--- src/rtl/cpu_multicycle_control_pkg.sv ---
// Shared control definitions for the multi-cycle LEGv8 datapath.
// Holds FSM states, opcode constants, ALU encodings and the per-state control word.
package cpu_ctrl_pkg;

   typedef enum logic [3:0] {
      S_FETCH  = 4'd0,
      S_DECODE = 4'd1,
      S_EXEC_R = 4'd2,
      S_WB_R   = 4'd3,
      S_ADDR   = 4'd4,
      S_MRD    = 4'd5,
      S_WB_M   = 4'd6,
      S_MWR    = 4'd7,
      S_CBZ    = 4'd8,
      S_BR     = 4'd9,
      S_HALT   = 4'd10
   } state_t;

   localparam logic [10:0] OP_ADD  = 11'b10001011000;
   localparam logic [10:0] OP_SUB  = 11'b11001011000;
   localparam logic [10:0] OP_AND  = 11'b10001010000;
   localparam logic [10:0] OP_ORR  = 11'b10101010000;
   localparam logic [10:0] OP_LDUR = 11'b11111000010;
   localparam logic [10:0] OP_STUR = 11'b11111000000;
   localparam logic [7:0]  OP_CBZ_PFX = 8'b10110100;
   localparam logic [5:0]  OP_B_PFX   = 6'b000101;

   localparam logic [1:0] ALUOP_ADD   = 2'b00;
   localparam logic [1:0] ALUOP_PASSB = 2'b01;
   localparam logic [1:0] ALUOP_FUNCT = 2'b10;

   localparam logic [1:0] SRCB_REG  = 2'b00;
   localparam logic [1:0] SRCB_FOUR = 2'b01;
   localparam logic [1:0] SRCB_IMM  = 2'b10;
   localparam logic [1:0] SRCB_IMM4 = 2'b11;

   typedef struct packed {
      logic is_r;
      logic is_ldur;
      logic is_stur;
      logic is_cbz;
      logic is_b;
      logic illegal;
   } op_class_t;

   typedef struct packed {
      logic       pc_write;
      logic       pc_write_cond;
      logic       pc_source;
      logic       ior_d;
      logic       mem_read;
      logic       mem_write;
      logic       reg2loc;
      logic       mem_to_reg;
      logic       reg_write;
      logic       alu_src_a;
      logic [1:0] alu_src_b;
      logic [1:0] alu_op;
   } ctrl_t;

   // Static (state-only) part of the control word.
   function automatic ctrl_t state_ctrl(state_t s);
      ctrl_t c;
      c = '0;
      unique case (s)
         S_FETCH: begin
            c.mem_read  = 1'b1;
            c.alu_src_b = SRCB_FOUR;
            c.alu_op    = ALUOP_ADD;
         end
         S_DECODE: begin
            c.alu_src_b = SRCB_IMM4;
            c.alu_op    = ALUOP_ADD;
         end
         S_EXEC_R: begin
            c.alu_src_a = 1'b1;
            c.alu_src_b = SRCB_REG;
            c.alu_op    = ALUOP_FUNCT;
         end
         S_WB_R: c.reg_write = 1'b1;
         S_ADDR: begin
            c.alu_src_a = 1'b1;
            c.alu_src_b = SRCB_IMM;
         end
         S_MRD: begin
            c.ior_d    = 1'b1;
            c.mem_read = 1'b1;
         end
         S_WB_M: begin
            c.reg_write  = 1'b1;
            c.mem_to_reg = 1'b1;
         end
         S_MWR: begin
            c.ior_d     = 1'b1;
            c.mem_write = 1'b1;
            c.reg2loc   = 1'b1;
         end
         S_CBZ: begin
            c.alu_src_a     = 1'b1;
            c.alu_src_b     = SRCB_REG;
            c.alu_op        = ALUOP_PASSB;
            c.reg2loc       = 1'b1;
            c.pc_write_cond = 1'b1;
            c.pc_source     = 1'b1;
         end
         S_BR: begin
            c.pc_write  = 1'b1;
            c.pc_source = 1'b1;
         end
         default: c = '0;
      endcase
      return c;
   endfunction

endpackage

--- src/rtl/cpu_multicycle_control_if.sv ---
// Control <-> datapath bundle for the multi-cycle LEGv8 core.
// master: control FSM (drives strobes/muxes); slave: datapath (drives Opcode/Zero/MemReady).
interface cpu_multicycle_control_if #(
   parameter int CNT_W = 32,
   parameter int OPC_W = 11
);
   logic [OPC_W-1:0] Opcode;
   logic             Zero;
   logic             MemReady;
   logic             PCWrite;
   logic             PCWriteCond;
   logic             PCSource;
   logic             IorD;
   logic             MemRead;
   logic             MemWrite;
   logic             IRWrite;
   logic             Reg2Loc;
   logic             MemtoReg;
   logic             RegWrite;
   logic             ALUSrcA;
   logic [1:0]       ALUSrcB;
   logic [1:0]       ALUOp;
   logic [CNT_W-1:0] InstrCount;
   logic             Halted;

   modport master (
      input  Opcode, Zero, MemReady,
      output PCWrite, PCWriteCond, PCSource, IorD,
      output MemRead, MemWrite, IRWrite, Reg2Loc,
      output MemtoReg, RegWrite, ALUSrcA, ALUSrcB,
      output ALUOp, InstrCount, Halted
   );

   modport slave (
      output Opcode, Zero, MemReady,
      input  PCWrite, PCWriteCond, PCSource, IorD,
      input  MemRead, MemWrite, IRWrite, Reg2Loc,
      input  MemtoReg, RegWrite, ALUSrcA, ALUSrcB,
      input  ALUOp, InstrCount, Halted
   );
endinterface

--- src/rtl/cpu_multicycle_control_opdecode.sv ---
// Combinational opcode classifier for the LEGv8 control FSM.
// Ports: opcode (IR[31:21]) in, cls {is_r,is_ldur,is_stur,is_cbz,is_b,illegal} out.
module cpu_ctrl_opdecode
   import cpu_ctrl_pkg::*;
#(
   parameter int OPC_W = 11
) (
   input  logic [OPC_W-1:0] opcode,
   output op_class_t        cls
);

   always_comb begin
      cls = '0;
      cls.is_r    = (opcode == OP_ADD) || (opcode == OP_SUB) ||
                    (opcode == OP_AND) || (opcode == OP_ORR);
      cls.is_ldur = (opcode == OP_LDUR);
      cls.is_stur = (opcode == OP_STUR);
      cls.is_cbz  = (opcode[OPC_W-1 -: 8] == OP_CBZ_PFX);
      cls.is_b    = (opcode[OPC_W-1 -: 6] == OP_B_PFX);
      cls.illegal = ~(cls.is_r | cls.is_ldur | cls.is_stur |
                      cls.is_cbz | cls.is_b);
   end

endmodule

--- src/rtl/cpu_multicycle_control.sv ---
// Multi-cycle control FSM for the 64-bit LEGv8 datapath: sequences fetch..writeback,
// stalls on MemReady, counts retired instructions, halts on illegal opcodes.
// Ports: Clock, Reset (async high), bus (master modport: all strobes, InstrCount, Halted).
module cpu_multicycle_control
   import cpu_ctrl_pkg::*;
#(
   parameter int CNT_W = 32,
   parameter int OPC_W = 11
) (
   input logic                       Clock,
   input logic                       Reset,
   cpu_multicycle_control_if.master  bus
);

   state_t           state;
   state_t           nxt;
   ctrl_t            ctl;
   op_class_t        cls;
   logic [CNT_W-1:0] cnt;
   logic             halted;
   logic             retire;
   logic             fetch_go;

   cpu_ctrl_opdecode #(.OPC_W(OPC_W)) u_dec (
      .opcode (bus.Opcode),
      .cls    (cls)
   );

   always_comb begin
      nxt    = state;
      retire = 1'b0;
      unique case (state)
         S_FETCH: if (bus.MemReady) nxt = S_DECODE;
         S_DECODE: begin
            unique case (1'b1)
               cls.is_r:                nxt = S_EXEC_R;
               cls.is_ldur, cls.is_stur: nxt = S_ADDR;
               cls.is_cbz:              nxt = S_CBZ;
               cls.is_b:                nxt = S_BR;
               cls.illegal:             nxt = S_HALT;
               default:                 nxt = S_HALT;
            endcase
         end
         S_EXEC_R: nxt = S_WB_R;
         S_WB_R: begin
            nxt    = S_FETCH;
            retire = 1'b1;
         end
         S_ADDR: nxt = cls.is_stur ? S_MWR : S_MRD;
         S_MRD: if (bus.MemReady) nxt = S_WB_M;
         S_WB_M: begin
            nxt    = S_FETCH;
            retire = 1'b1;
         end
         S_MWR: begin
            if (bus.MemReady) begin
               nxt    = S_FETCH;
               retire = 1'b1;
            end
         end
         S_CBZ, S_BR: begin
            nxt    = S_FETCH;
            retire = 1'b1;
         end
         default: nxt = S_HALT;
      endcase
   end

   // Control word is registered from the next state so outputs come
   // straight off flops and the async reset clears strobes immediately.
   always_ff @(posedge Clock or posedge Reset) begin
      if (Reset) begin
         state  <= S_FETCH;
         ctl    <= state_ctrl(S_FETCH);
         cnt    <= '0;
         halted <= 1'b0;
      end else begin
         state <= nxt;
         ctl   <= state_ctrl(nxt);
         if (retire) cnt <= cnt + CNT_W'(1);
         if (nxt == S_HALT) halted <= 1'b1;
      end
   end

   // Fetch commit waits on memory; held off while in reset.
   assign fetch_go = (state == S_FETCH) & bus.MemReady & ~Reset;

   assign bus.PCWrite     = ctl.pc_write | fetch_go;
   assign bus.IRWrite     = fetch_go;
   assign bus.PCWriteCond = ctl.pc_write_cond;
   assign bus.PCSource    = ctl.pc_source;
   assign bus.IorD        = ctl.ior_d;
   assign bus.MemRead     = ctl.mem_read;
   assign bus.MemWrite    = ctl.mem_write;
   // IR is only valid once in DECODE, so the STUR/CBZ read-port select
   // there comes from the live opcode rather than the registered word.
   assign bus.Reg2Loc     = ctl.reg2loc |
                            ((state == S_DECODE) & (cls.is_stur | cls.is_cbz));
   assign bus.MemtoReg    = ctl.mem_to_reg;
   assign bus.RegWrite    = ctl.reg_write;
   assign bus.ALUSrcA     = ctl.alu_src_a;
   assign bus.ALUSrcB     = ctl.alu_src_b;
   assign bus.ALUOp       = ctl.alu_op;
   assign bus.InstrCount  = cnt;
   assign bus.Halted      = halted;

endmodule

--- src/flat_wrapper.sv ---
// flat-port wrapper written by rule: the top's interface ports become plain ports
module cpu_multicycle_control_flat import cpu_ctrl_pkg::*;
#(
   parameter int CNT_W = 32,
   parameter int OPC_W = 11
)
  (Clock, Reset, bus_Opcode, bus_Zero, bus_MemReady, bus_PCWrite, bus_PCWriteCond, bus_PCSource, bus_IorD, bus_MemRead, bus_MemWrite, bus_IRWrite, bus_Reg2Loc, bus_MemtoReg, bus_RegWrite, bus_ALUSrcA, bus_ALUSrcB, bus_ALUOp, bus_InstrCount, bus_Halted);
  cpu_multicycle_control_if #(.CNT_W(CNT_W), .OPC_W(OPC_W)) bus_i ();
  input logic Clock;
  input logic Reset;
  input wire logic [$bits(bus_i.Opcode)-1:0] bus_Opcode;
  input wire logic [$bits(bus_i.Zero)-1:0] bus_Zero;
  input wire logic [$bits(bus_i.MemReady)-1:0] bus_MemReady;
  output wire logic [$bits(bus_i.PCWrite)-1:0] bus_PCWrite;
  output wire logic [$bits(bus_i.PCWriteCond)-1:0] bus_PCWriteCond;
  output wire logic [$bits(bus_i.PCSource)-1:0] bus_PCSource;
  output wire logic [$bits(bus_i.IorD)-1:0] bus_IorD;
  output wire logic [$bits(bus_i.MemRead)-1:0] bus_MemRead;
  output wire logic [$bits(bus_i.MemWrite)-1:0] bus_MemWrite;
  output wire logic [$bits(bus_i.IRWrite)-1:0] bus_IRWrite;
  output wire logic [$bits(bus_i.Reg2Loc)-1:0] bus_Reg2Loc;
  output wire logic [$bits(bus_i.MemtoReg)-1:0] bus_MemtoReg;
  output wire logic [$bits(bus_i.RegWrite)-1:0] bus_RegWrite;
  output wire logic [$bits(bus_i.ALUSrcA)-1:0] bus_ALUSrcA;
  output wire logic [$bits(bus_i.ALUSrcB)-1:0] bus_ALUSrcB;
  output wire logic [$bits(bus_i.ALUOp)-1:0] bus_ALUOp;
  output wire logic [$bits(bus_i.InstrCount)-1:0] bus_InstrCount;
  output wire logic [$bits(bus_i.Halted)-1:0] bus_Halted;
  assign bus_i.Opcode = bus_Opcode;
  assign bus_i.Zero = bus_Zero;
  assign bus_i.MemReady = bus_MemReady;
  assign bus_PCWrite = bus_i.PCWrite;
  assign bus_PCWriteCond = bus_i.PCWriteCond;
  assign bus_PCSource = bus_i.PCSource;
  assign bus_IorD = bus_i.IorD;
  assign bus_MemRead = bus_i.MemRead;
  assign bus_MemWrite = bus_i.MemWrite;
  assign bus_IRWrite = bus_i.IRWrite;
  assign bus_Reg2Loc = bus_i.Reg2Loc;
  assign bus_MemtoReg = bus_i.MemtoReg;
  assign bus_RegWrite = bus_i.RegWrite;
  assign bus_ALUSrcA = bus_i.ALUSrcA;
  assign bus_ALUSrcB = bus_i.ALUSrcB;
  assign bus_ALUOp = bus_i.ALUOp;
  assign bus_InstrCount = bus_i.InstrCount;
  assign bus_Halted = bus_i.Halted;
  cpu_multicycle_control #(.CNT_W(CNT_W), .OPC_W(OPC_W)) u_core (.Clock(Clock), .Reset(Reset), .bus(bus_i));
endmodule
--- config.mk ---
export PLATFORM = sky130hd
export DESIGN_NAME = cpu_multicycle_control_flat
export DESIGN_NICKNAME = d
export VERILOG_FILES = /design/src/rtl/cpu_multicycle_control_pkg.sv /design/src/rtl/cpu_multicycle_control_if.sv /design/src/rtl/cpu_multicycle_control_opdecode.sv /design/src/rtl/cpu_multicycle_control.sv /design/src/flat_wrapper.sv
export SDC_FILE = /design/constraint.sdc
export NUM_CORES = 1
export LEC_CHECK = 0
export CAP_MARGIN = 20
export CORE_ASPECT_RATIO = 0.7
export CORE_MARGIN = 4
export CORE_UTILIZATION = 44
export DETAILED_ROUTE_END_ITERATION = 8
export PLACE_DENSITY_LB_ADDON = 0.3
export SLEW_MARGIN = 20
export SYNTH_ARGS = -nofsm -noshare
export SYNTH_HDL_FRONTEND = slang
export SYNTH_SLANG_ARGS = --single-unit
--- constraint.sdc ---
create_clock -name Clock -period 1.95 [get_ports Clock]
set_input_delay 0.39 -clock Clock [delete_from_list [all_inputs] [get_ports Clock]]
set_output_delay 0.39 -clock Clock [all_outputs]
set_load 0.05 [all_outputs]
==> out/results.tsv, run 1 <==
metric	value	unit
CP arrival	1.93	ns
global-route wire length before repair	10100	um
Hold-fix buffers, CTS	0	
Leak	2.02	nW
total track usage	19.4	%
share of the clock period used by the worst path	119	%
Worst-Margin Slew	0.517	ns
clk_skew	0.00358	ns
final slew viol count	0	
Die Wd	96.3	um
count leader, synth	dfrtp_1	
post-synth cell types	50	
final RePlAce weighted congestion	0.814	
drt drc	0	
Yosys reg bits	50	
Worst setup EP type	output port	
synth warn	0	
Post-Synthesis Cells	224	
share of cells above drive strength 1	48.9	%
post-route ant nets	0	
die height	69.8	um
std cell rows	22	
worst setup margin	-0.368	ns
Layout Nets	365	
WL per Instance	16.4	um
Antenna diodes	0	
commonest register cell after synthesis	dfrtp_1	
GRT overflow	0	
hpwl dp	4270	um
PwrDens	427	mW/mm2
RSZ-0062 raised after global routing	yes	
Clk Latency, worst-skew pair	0.30	ns
syn nets	240	
Max VDD drop	0.000261	V
routed wire length	6900	um
synth cell count leaders	dfrtp_1, xnor2_1, nand2_1, nor2_1, nand3_1	
# Max-Cap Violations	0	
sequential share of the synthesized area	52.2	%
Hold Path Depth	1	
TritonCTS buffer count	5	
DP Worst Slack	-0.732	ns
die area	0.00672	mm2
largest area contributor in the netlist	dfrtp_1	
CTS Buffer Depth	2	
number of flops mapped to enable cells by yosys	0	
Avg Cell Area, Syn	10.7	um2
outcome	complete, but fails checks	
Layout Cells excl Fill	422	
Port Buf Inserts	61	
First-pass DRT Iterations	4	
Initial DRC Count	88	
violated checks	negative setup slack	
CTS tree	done	
slew margin rel.	65.4	%
Top Ports	63	
Core Region	0.00526	mm2
fill cell count	348	
Total Power	1.72	mW
Syn-to-layout area delta	67.4	%
initial antenna violation count	0	
crit-path max FO	2	
clock root cell	clkbuf_8	
clk slew on worst S/H paths	0.08	ns
Syn Std Cell Area	0.00240	mm2
Hold WC Path Type	reg -> reg	
Final Hold Viols	0	
Clock Sinks	50	
initial core utilization	45.7	%
Post-synth ARST share	100	%
Critical Path RT	1.56	ns
Yosys top cell area share	50.0	%
vias per inst	5.16	
# placed instances	385	
final setup violation count	25	
FMAX	0.431	GHz
Tmin final	2.32	ns
Worst Reg-to-Reg Cells	8	
CP Launch Type	input pin	
vias in the first global route	2115	
Crit Path Class	in -> out	
H-tree Lvls	2	
routed via count	2176	
Synth area leaders	dfrtp_1, xnor2_1, xor2_1	
largest net degree at the start of global routing	31	
==> final cells by class <==
| class | instances | area [um2] | area share, % |
|---|---|---|---|
| clock buffer | 6 | 72.6 | 1.81 |
| clock inverter | 2 | 10.0 | 0.249 |
| inverter | 5 | 21.3 | 0.529 |
| multi-input combinational | 157 | 1360 | 33.7 |
| sequential | 50 | 1260 | 31.4 |
| tap | 72 | 90.1 | 2.24 |
| timing repair buffer | 130 | 1210 | 30.1 |
==> where the power goes <==
| group | internal, mW | switching, mW | leakage, nW |
|---|---|---|---|
| Clock | 0.249 | 0.333 | 0.0450 |
| Sequential | 1.04 | 0 | 0.641 |
| Combinational | 0.0478 | 0.0496 | 1.33 |
==> per-stage QoR <==
| stage | hold slack, ns | utilization (%) | setup TNS [ns] | cell area, um2 |
|---|---|---|---|---|
| after floorplan | 0.543 | - | -0.495 | 2450 |
| after global placement | 0.463 | 64.0 | -13.34 | 3370 |
| after detailed placement | 0.474 | 64.0 | -15.99 | 3370 |
| after CTS | 0.488 | 68.4 | -0.432 | 3600 |
| after global routing | 0.517 | 76.4 | -4.10 | 4020 |
| final | 0.490 | 76.4 | -1.95 | 4020 |
==> layout by cell type (no fill, tap or decap), types with 6 or more instances in the layout <==
cell / instances
buf_6: 22
nor2_1: 10
xor2_1: 10
dlymetal6s2s_1: 7
dfrtp_1: 43
clkdlybuf4s50_1: 17
buf_4: 68
nand2_1: 13
xnor2_1: 19
dlygate4sd2_1: 6
==> kinds of logic (layout without fill, tap and decap cells) <==
| kind of cell | after synthesis | after routing | synth area share [%] |
|---|---|---|---|
| simple gates | 99 | 99 | 23.6 |
| mux | 5 | 5 | 2.19 |
| flops | 50 | 50 | 52.2 |
| xor+xnor | 31 | 31 | 11.3 |
| buf+inv | 17 | 143 | 3.70 |
| compound gates | 21 | 21 | 6.51 |
| fa+ha+maj | 1 | 1 | 0.521 |
==> routing by layer <==
layer  vias up  share of wire [%]  GRT usage (%)
met4         0                2.8           6.69
met5         -                  0              0
met3        21                5.1           4.66
li1       1027                  -              -
met2        67                 48           28.3
met1      1061                 44           28.0
==> critical path: stages <==
cell	delay [ns]
buf_6	0.09
or3_4	0.39
or4_4	0.56
nor2_4	0.11
a41oi_2	0.06
o21bai_4	0.18
buf_12	0.15
==> what timing repair did <==
action	in CTS	in global routing
buffers inserted	13	16
hold endpoints to repair	0	0
pin swaps	17	36
gates cloned	0	1
gates resized for setup	47	72
setup endpoints to repair	27	42
==> registers in the layout, summed over array words and instances (netlist names) <==
register	flops
u_core.bus.ALUOp	2
u_core.bus.ALUSrcA	1
u_core.bus.ALUSrcB	2
u_core.bus.Halted	1
u_core.bus.InstrCount	32
u_core.bus.IorD	1
u_core.bus.MemRead	1
u_core.bus.MemWrite	1
u_core.bus.MemtoReg	1
u_core.bus.PCSource	1
u_core.bus.RegWrite	1
u_core.ctl	2
u_core.state	4
==> path summary, 6_finish.rpt <==
check	start	endpoint	slack, ns
worst min-delay path	u_core.bus.InstrCount[27]	u_core.bus.InstrCount[27]	0.49
min in group asynchronous	Reset	u_core.bus.ALUSrcB[1]	0.50
worst max-delay path	bus_Opcode[5]	bus_Reg2Loc	-0.37
worst min register to register	u_core.bus.InstrCount[27]	u_core.bus.InstrCount[27]	0.49
worst max register to register	u_core.state[0]	u_core.bus.InstrCount[22]	-0.15
max in group asynchronous	Reset	u_core.bus.ALUSrcB[0]	0.91
No activity file was read; power rests on OpenSTA's default activity.
==> run 2: changes to the inputs <==
--- a/config.mk
+++ b/config.mk
@@ -5,10 +5,11 @@
 export SDC_FILE = /design/constraint.sdc
 export NUM_CORES = 1
 export LEC_CHECK = 0
+export ABC_AREA = 1
 export CAP_MARGIN = 20
 export CORE_ASPECT_RATIO = 0.7
 export CORE_MARGIN = 4
-export CORE_UTILIZATION = 44
+export CORE_UTILIZATION = 46
 export DETAILED_ROUTE_END_ITERATION = 8
 export PLACE_DENSITY_LB_ADDON = 0.3
 export SLEW_MARGIN = 20
==> run 2 against run 1 <==
The flow now finishes without violations. Die area increased by 13%. Non-clock buffer count decreased by 49. Sequential share of layout area increased by 1.8 points. Clock skew increased by 0.0060 ns. Routed wire length increased by 4.6%. Synthesized cell count increased by 69%. Worst setup slack improved by 0.40 ns. Critical path type is now reg -> out.
==> out/results.tsv, run 2 <==
metric	value	unit	change
outcome	finished, final reports clean		
most frequent cells in the layout	nand2_1, buf_4, dfrtp_1		
GRT overflow	0		unchanged
Worst setup EP type	output port		
final setup violation count	0		-100%
cell chain of the critical path	nor2_4 > inv_2 > nor2_4 > nand3_2 > nor2_4 > or2_4 > buf_12		
First-pass DRT Iterations	4		unchanged
Core Region	0.00590	mm2	+12%
Top Ports	63		unchanged
largest area contributor in the netlist	dfrtp_1		
Min Hold Slack	0.494	ns	+0.00379 ns
commonest register cell after synthesis	dfrtp_1		
Die Wd	103	um	+6.5%
post-synth cell types	34		-32%
Yosys top cell area share	41.7	%	-8.3 points
CP arrival	1.53	ns	-0.40 ns
CP Launch Type	flip-flop		
Buf+Inv Stages, Crit Path	2		unchanged
RSZ-0062 raised after global routing	yes		
WL per Instance	13.5	um	-17%
clk slew on worst S/H paths	0.08	ns	about the same
hpwl dp	5580	um	+31%
final RePlAce weighted congestion	0.885		+8.7%
Critical Path RT	1.56	ns	about the same
# Max-Cap Violations	0		unchanged
Post-synth ARST share	100	%	unchanged
Crit path max-delay family	simple AND/OR/NAND/NOR gates		
Syn Std Cell Area	0.00288	mm2	+20%
Post-Synthesis Cells	378		+69%
drt drc	0		unchanged
Worst-Margin Slew	0.510	ns	-0.00754 ns
Syn-to-layout area delta	31.6	%	
TritonCTS buffer count	5		unchanged
Hold-fix buffers, CTS	0		unchanged
post-layout util	64.2	%	-12 points
clock root cell	clkbuf_8		
clk_skew	0.00958	ns	+0.00600 ns
PwrDens	465	mW/mm2	+8.8%
CTS Buffer Depth	2		unchanged
vias in the first global route	2605		+23%
routed wire length	7230	um	+4.6%
share of the clock period used by the worst path	98.2	%	-21 points
Most common cell on crit path	nor2_4		
die area	0.00761	mm2	+13%
Avg Cell Area, Syn	7.62	um2	-29%
Antenna diodes	0		unchanged
H-tree Lvls	2		unchanged
Synth area leaders	dfrtp_1, nand2_1, nor2_1		
CTS tree	done		
total track usage	20.7	%	+1.3 points
Largest register FFs	32		unchanged
sequential share of the synthesized area	43.5	%	-8.7 points
post-route ant nets	0		unchanged
Hold Path Depth	1		unchanged
Clock Sinks	50		unchanged
Clk Latency, worst-skew pair	0.31	ns	about the same
Stages on worst setup path	7		unchanged
fill cell count	531		+53%
post-route cell area	0.00379	mm2	-5.8%
FMAX	0.522	GHz	+21%
Initial DRC Count	189		+110%
std cell rows	23		+4.5%
commonest non-fill, non-tap cell in the layout	nand2_1		
Layout Nets	475		+30%
Leak	1.94	nW	-4.1%
Final Hold Viols	0		unchanged
placed cell area	0.00363	mm2	+8.0%
final slew viol count	0		unchanged
routed via count	2689		+24%
Crit Path Class	reg -> out		
share of cells above drive strength 1	22.8	%	-26 points
Tmin final	1.92	ns	-0.403 ns
number of flops mapped to enable cells by yosys	0		unchanged
Hold WC Path Type	reg -> reg		
initial core utilization	48.8	%	+3.1 points
Port Buf Inserts	61		unchanged
global-route wire length before repair	12300	um	+22%
crit-path max FO	4		+2
largest net degree at the start of global routing	51		+65%
count leader, synth	nand2_1		
vias per inst	5.03		-2.5%
initial antenna violation count	0		unchanged
Largest stage delay, worst path	0.46	ns	-0.10 ns
synth warn	0		unchanged
syn nets	394		+64%
critical path's slowest cell	dfrtp_2		
Yosys reg bits	50		unchanged
Worst Reg-to-Reg Cells	7		-1
slew margin rel.	65.9	%	+0.45 points
synth cell count leaders	nand2_1, nor2_1, dfrtp_1, inv_1, nand3_1		
die height	74.2	um	+6.3%
Max VDD drop	0.000239	V	-8.2%
run 2: worst reg2reg max path, delay by kind of cell (launching register included):
| kind | cells | cell delay [ns] |
|---|---|---|
| AOI/OAI and AO/OA | 1 | 0.28 |
| buffers and inverters | 2 | 0.37 |
| and+or+nand+nor | 3 | 0.42 |
| xor gates and xnor gates | 1 | 0.14 |
| DFF | 1 | 0.43 |
run 2: final cells by class:
class	instances	area, um2	area share, %
Multi-Input combinational cell	274	1450	38.2
Sequential cell	50	1260	33.2
Timing Repair Buffer	81	721	19.0
Inverter	47	179	4.72
Tap cell	75	93.8	2.48
Clock buffer	7	86.3	2.28
Clock inverter	1	5.00	0.132
run 2: final timing paths:
check	start	slack, ns	endpoint
worst min-delay path	u_core.bus.Halted	0.49	u_core.bus.Halted
worst max-delay path	u_core.state[3]	0.03	bus_PCWrite
max in group asynchronous	Reset	1.13	u_core.bus.ALUSrcB[0]
min in group asynchronous	Reset	0.54	u_core.bus.MemtoReg
worst max register to register	u_core.state[2]	0.21	u_core.bus.InstrCount[3]
worst min register to register	u_core.bus.Halted	0.49	u_core.bus.Halted
run 2: cells by family (layout without fill, tap and decap cells):
group / after synthesis / after routing / share of synthesized area [%]
fa+ha+maj: 1 / 1 / 0.435
xor+xnor: 28 / 28 / 8.52
simple gates: 236 / 236 / 37.6
compound gates: 9 / 9 / 1.83
flops: 50 / 50 / 43.5
buf+inv: 54 / 136 / 8.08
run 2: power by group:
group | total (mW) | switching [mW] | internal [mW] | leakage, nW
registers | 1.04 | 0 | 1.04 | 0.622
logic | 0.0947 | 0.0543 | 0.0404 | 1.27
clock network | 0.629 | 0.342 | 0.287 | 0.0482
run 2: routing by layer:
metal | wire length (um) | global-route usage [%] | share of wire (%) | vias up
met3 | 576 | 3.75 | 8.0 | 11
li1 | - | - | - | 1342
met5 | 0 | 0 | 0 | -
met1 | 3550 | 32.0 | 49 | 1243
met2 | 3010 | 29.5 | 42 | 93
met4 | 95 | 6.11 | 1.3 | 0
run 2: what timing repair did:
action,4_1_cts,5_1_grt
buffers inserted,3,0
pin swaps,5,4
setup endpoints to repair,3,6
gates resized for setup,18,12
run 2: through the flow:
step                setup TNS (ns)  total power, mW  setup WS, ns  instances
floorplan                        0             1.09        0.0639        378
global placement            -0.123             1.15        -0.116        524
detailed placement          -0.228             1.15        -0.147        524
CTS                              0             1.78        0.0105        535
global route               -0.0666             1.82       -0.0297        535
finish                           0             1.76        0.0347        535
==> run 3: changes to the inputs <==
--- a/config.mk
+++ b/config.mk
@@ -9,8 +9,9 @@
 export CAP_MARGIN = 20
 export CORE_ASPECT_RATIO = 0.7
 export CORE_MARGIN = 4
-export CORE_UTILIZATION = 46
+export CORE_UTILIZATION = 50
 export DETAILED_ROUTE_END_ITERATION = 8
+export GPL_ROUTABILITY_DRIVEN = 0
 export PLACE_DENSITY_LB_ADDON = 0.3
 export SLEW_MARGIN = 20
 export SYNTH_ARGS = -nofsm -noshare
==> constraint.sdc (replaced) <==
create_clock -name Clock -period 1.9 [get_ports Clock]
set_input_delay 0.38 -clock Clock [delete_from_list [all_inputs] [get_ports Clock]]
set_output_delay 0.38 -clock Clock [all_outputs]
set_load 0.05 [all_outputs]
==> run 3 against run 2 <==
Combinational power is 13% higher. Via count is 3.7% higher. Register-to-register slack worse by 0.04 ns. Non-clock buffer count is 9 higher. Core utilization is 7.1 points higher. Routed wire length is 1.9% higher. Worst hold slack worse by 0.076 ns. Largest cell class unchanged. Largest power group unchanged. Highest routed layer unchanged.
==> out/results.tsv, run 3 (synthesis gave the netlist of run 2 again) <==
metric	value	unit	change
final setup violation count	0		unchanged
Max VDD drop	0.000358	V	+50%
outcome	finished, final reports clean		
GRT overflow	0		unchanged
largest net degree at the start of global routing	27		-47%
Hold WC Path Type	in -> async		
CTS Buffer Depth	2		unchanged
Worst-Margin Slew	0.513	ns	+0.00288 ns
Total Power	1.79	mW	+1.5%
H-tree Lvls	2		unchanged
FMAX	0.531	GHz	
vias per inst	5.15		+2.5%
Final Hold Viols	0		unchanged
First-pass DRT Iterations	5		+1
Crit Path Class	reg -> out		
initial antenna violation count	0		unchanged
Port Buf Inserts	61		unchanged
PwrDens	464	mW/mm2	about the same
CP arrival	1.50	ns	-0.03 ns
Hold-fix buffers, CTS	0		unchanged
CP Launch Type	flip-flop		
Reg2Reg Setup Slack	0.17	ns	-0.04 ns
Clock Sinks	50		unchanged
Leak	1.97	nW	+2.0%
hpwl dp	5610	um	+0.45%
most frequent cells in the layout	nand2_1, buf_4, dfrtp_1		
Antenna diodes	0		unchanged
WL per Instance	13.6	um	+0.78%
Min Hold Slack	0.418	ns	-0.0755 ns
vias in the first global route	2687		+3.1%
final slew viol count	0		unchanged
Worst Reg-to-Reg Cells	8		+1
fill cell count	452		-15%
share of the clock period used by the worst path	99.1	%	
r2r endpoint	u_core.bus.ALUSrcA		
# Max-Cap Violations	0		unchanged
clock root cell	clkbuf_8		
clk_skew	0.0163	ns	+0.00669 ns
slew margin rel.	65.7	%	-0.19 points
CTS tree	done		
Critical Path RT	1.52	ns	-0.04 ns
RSZ-0062 raised after global routing	yes		
Core Region	0.00540	mm2	-8.5%
die area	0.00706	mm2	-7.3%
post-route ant nets	0		unchanged
TritonCTS buffer count	5		unchanged
Die Wd	98.7	um	-3.8%
crit-path max FO	7		+3
initial core utilization	53.4	%	+4.6 points
Initial DRC Count	307		+62%
commonest non-fill, non-tap cell in the layout	nand2_1		
Clk Latency, worst-skew pair	0.31	ns	about the same
total track usage	21.9	%	+1.2 points
Top Ports	63		unchanged
std cell rows	22		-4.3%
routed via count	2788		+3.7%
Worst setup EP type	output port		
share of cells above drive strength 1	24.3	%	+1.5 points
clk slew on worst S/H paths	0.10	ns	+0.02 ns
global-route wire length before repair	12500	um	+1.7%
die height	71.5	um	-3.6%
routed wire length	7360	um	+1.9%
drt drc	0		unchanged
Layout Nets	484		+1.9%
Largest register FFs	32		unchanged
Tmin final	1.88	ns	
FF-to-FF Start	u_core.state[2]		
Syn-to-layout area delta	33.6	%	
==> run 3: how the worst max path moves through the flow <==
stage	from	to	slack, ns	cells after the start
floorplan	u_core.state[2]	bus_PCWrite	0.02	6
global placement	bus_Opcode[4]	bus_Reg2Loc	-0.15	8
detailed placement	bus_Opcode[6]	bus_Reg2Loc	-0.16	7
CTS	u_core.state[2]	bus_PCWrite	0.008	7
global route	u_core.state[3]	bus_PCWrite	-0.07	7
finish	u_core.state[1]	bus_Reg2Loc	0.02	5
==> run 3: power breakdown <==
| part | switching (mW) | internal, mW |
|---|---|---|
| Clock | 0.355 | 0.260 |
| Sequential | 0 | 1.06 |
| Combinational | 0.0585 | 0.0487 |
| Total | 0.414 | 1.37 |
==> run 3: final cells by class <==
class                   instances  area, um2  area share [%]
repair buffers                 90        776            20.2
multi-input cells             274       1460            37.9
clock buffers                   6       72.6            1.89
clock inverters                 2       15.0           0.390
well taps                      72       90.1            2.34
inverters                      47        181            4.72
flip-flops and latches         50       1250            32.6
==> run 3: per-layer routing <==
metal / part of all wire, % / track usage, %
met1: 49 / 32.0
met3: 6.8 / 4.09
met5: 0 / 0
met2: 43 / 34.2
met4: 1.1 / 4.85
==> run 3: critical path, cell delays in order (launching register included) <==
cell and delay, ns:
dfrtp_2 0.47, inv_4 0.11, nand2_1 0.09, nor2_4 0.19, a21o_1 0.18, buf_12 0.14
==> run 3: through the flow <==
stage	cells	util, %	setup TNS [ns]	setup WS (ns)	cell area [um2]
2_1_floorplan	378	-	0	0.0239	2890
3_3_place_gp	523	67.3	-0.366	-0.149	3630
3_5_place_dp	523	67.3	-0.650	-0.163	3630
4_1_cts	541	70.6	0	0.00836	3810
5_1_grt	541	71.3	-0.180	-0.0679	3850
6_report	541	71.3	0	0.0163	3850
==> run 3: timing repair <==
action | in CTS | in global routing
endpoints found under the setup margin | 3 | 9
pin swaps | 7 | 4
resized for setup | 23 | 10
buffers inserted | 10 | 0
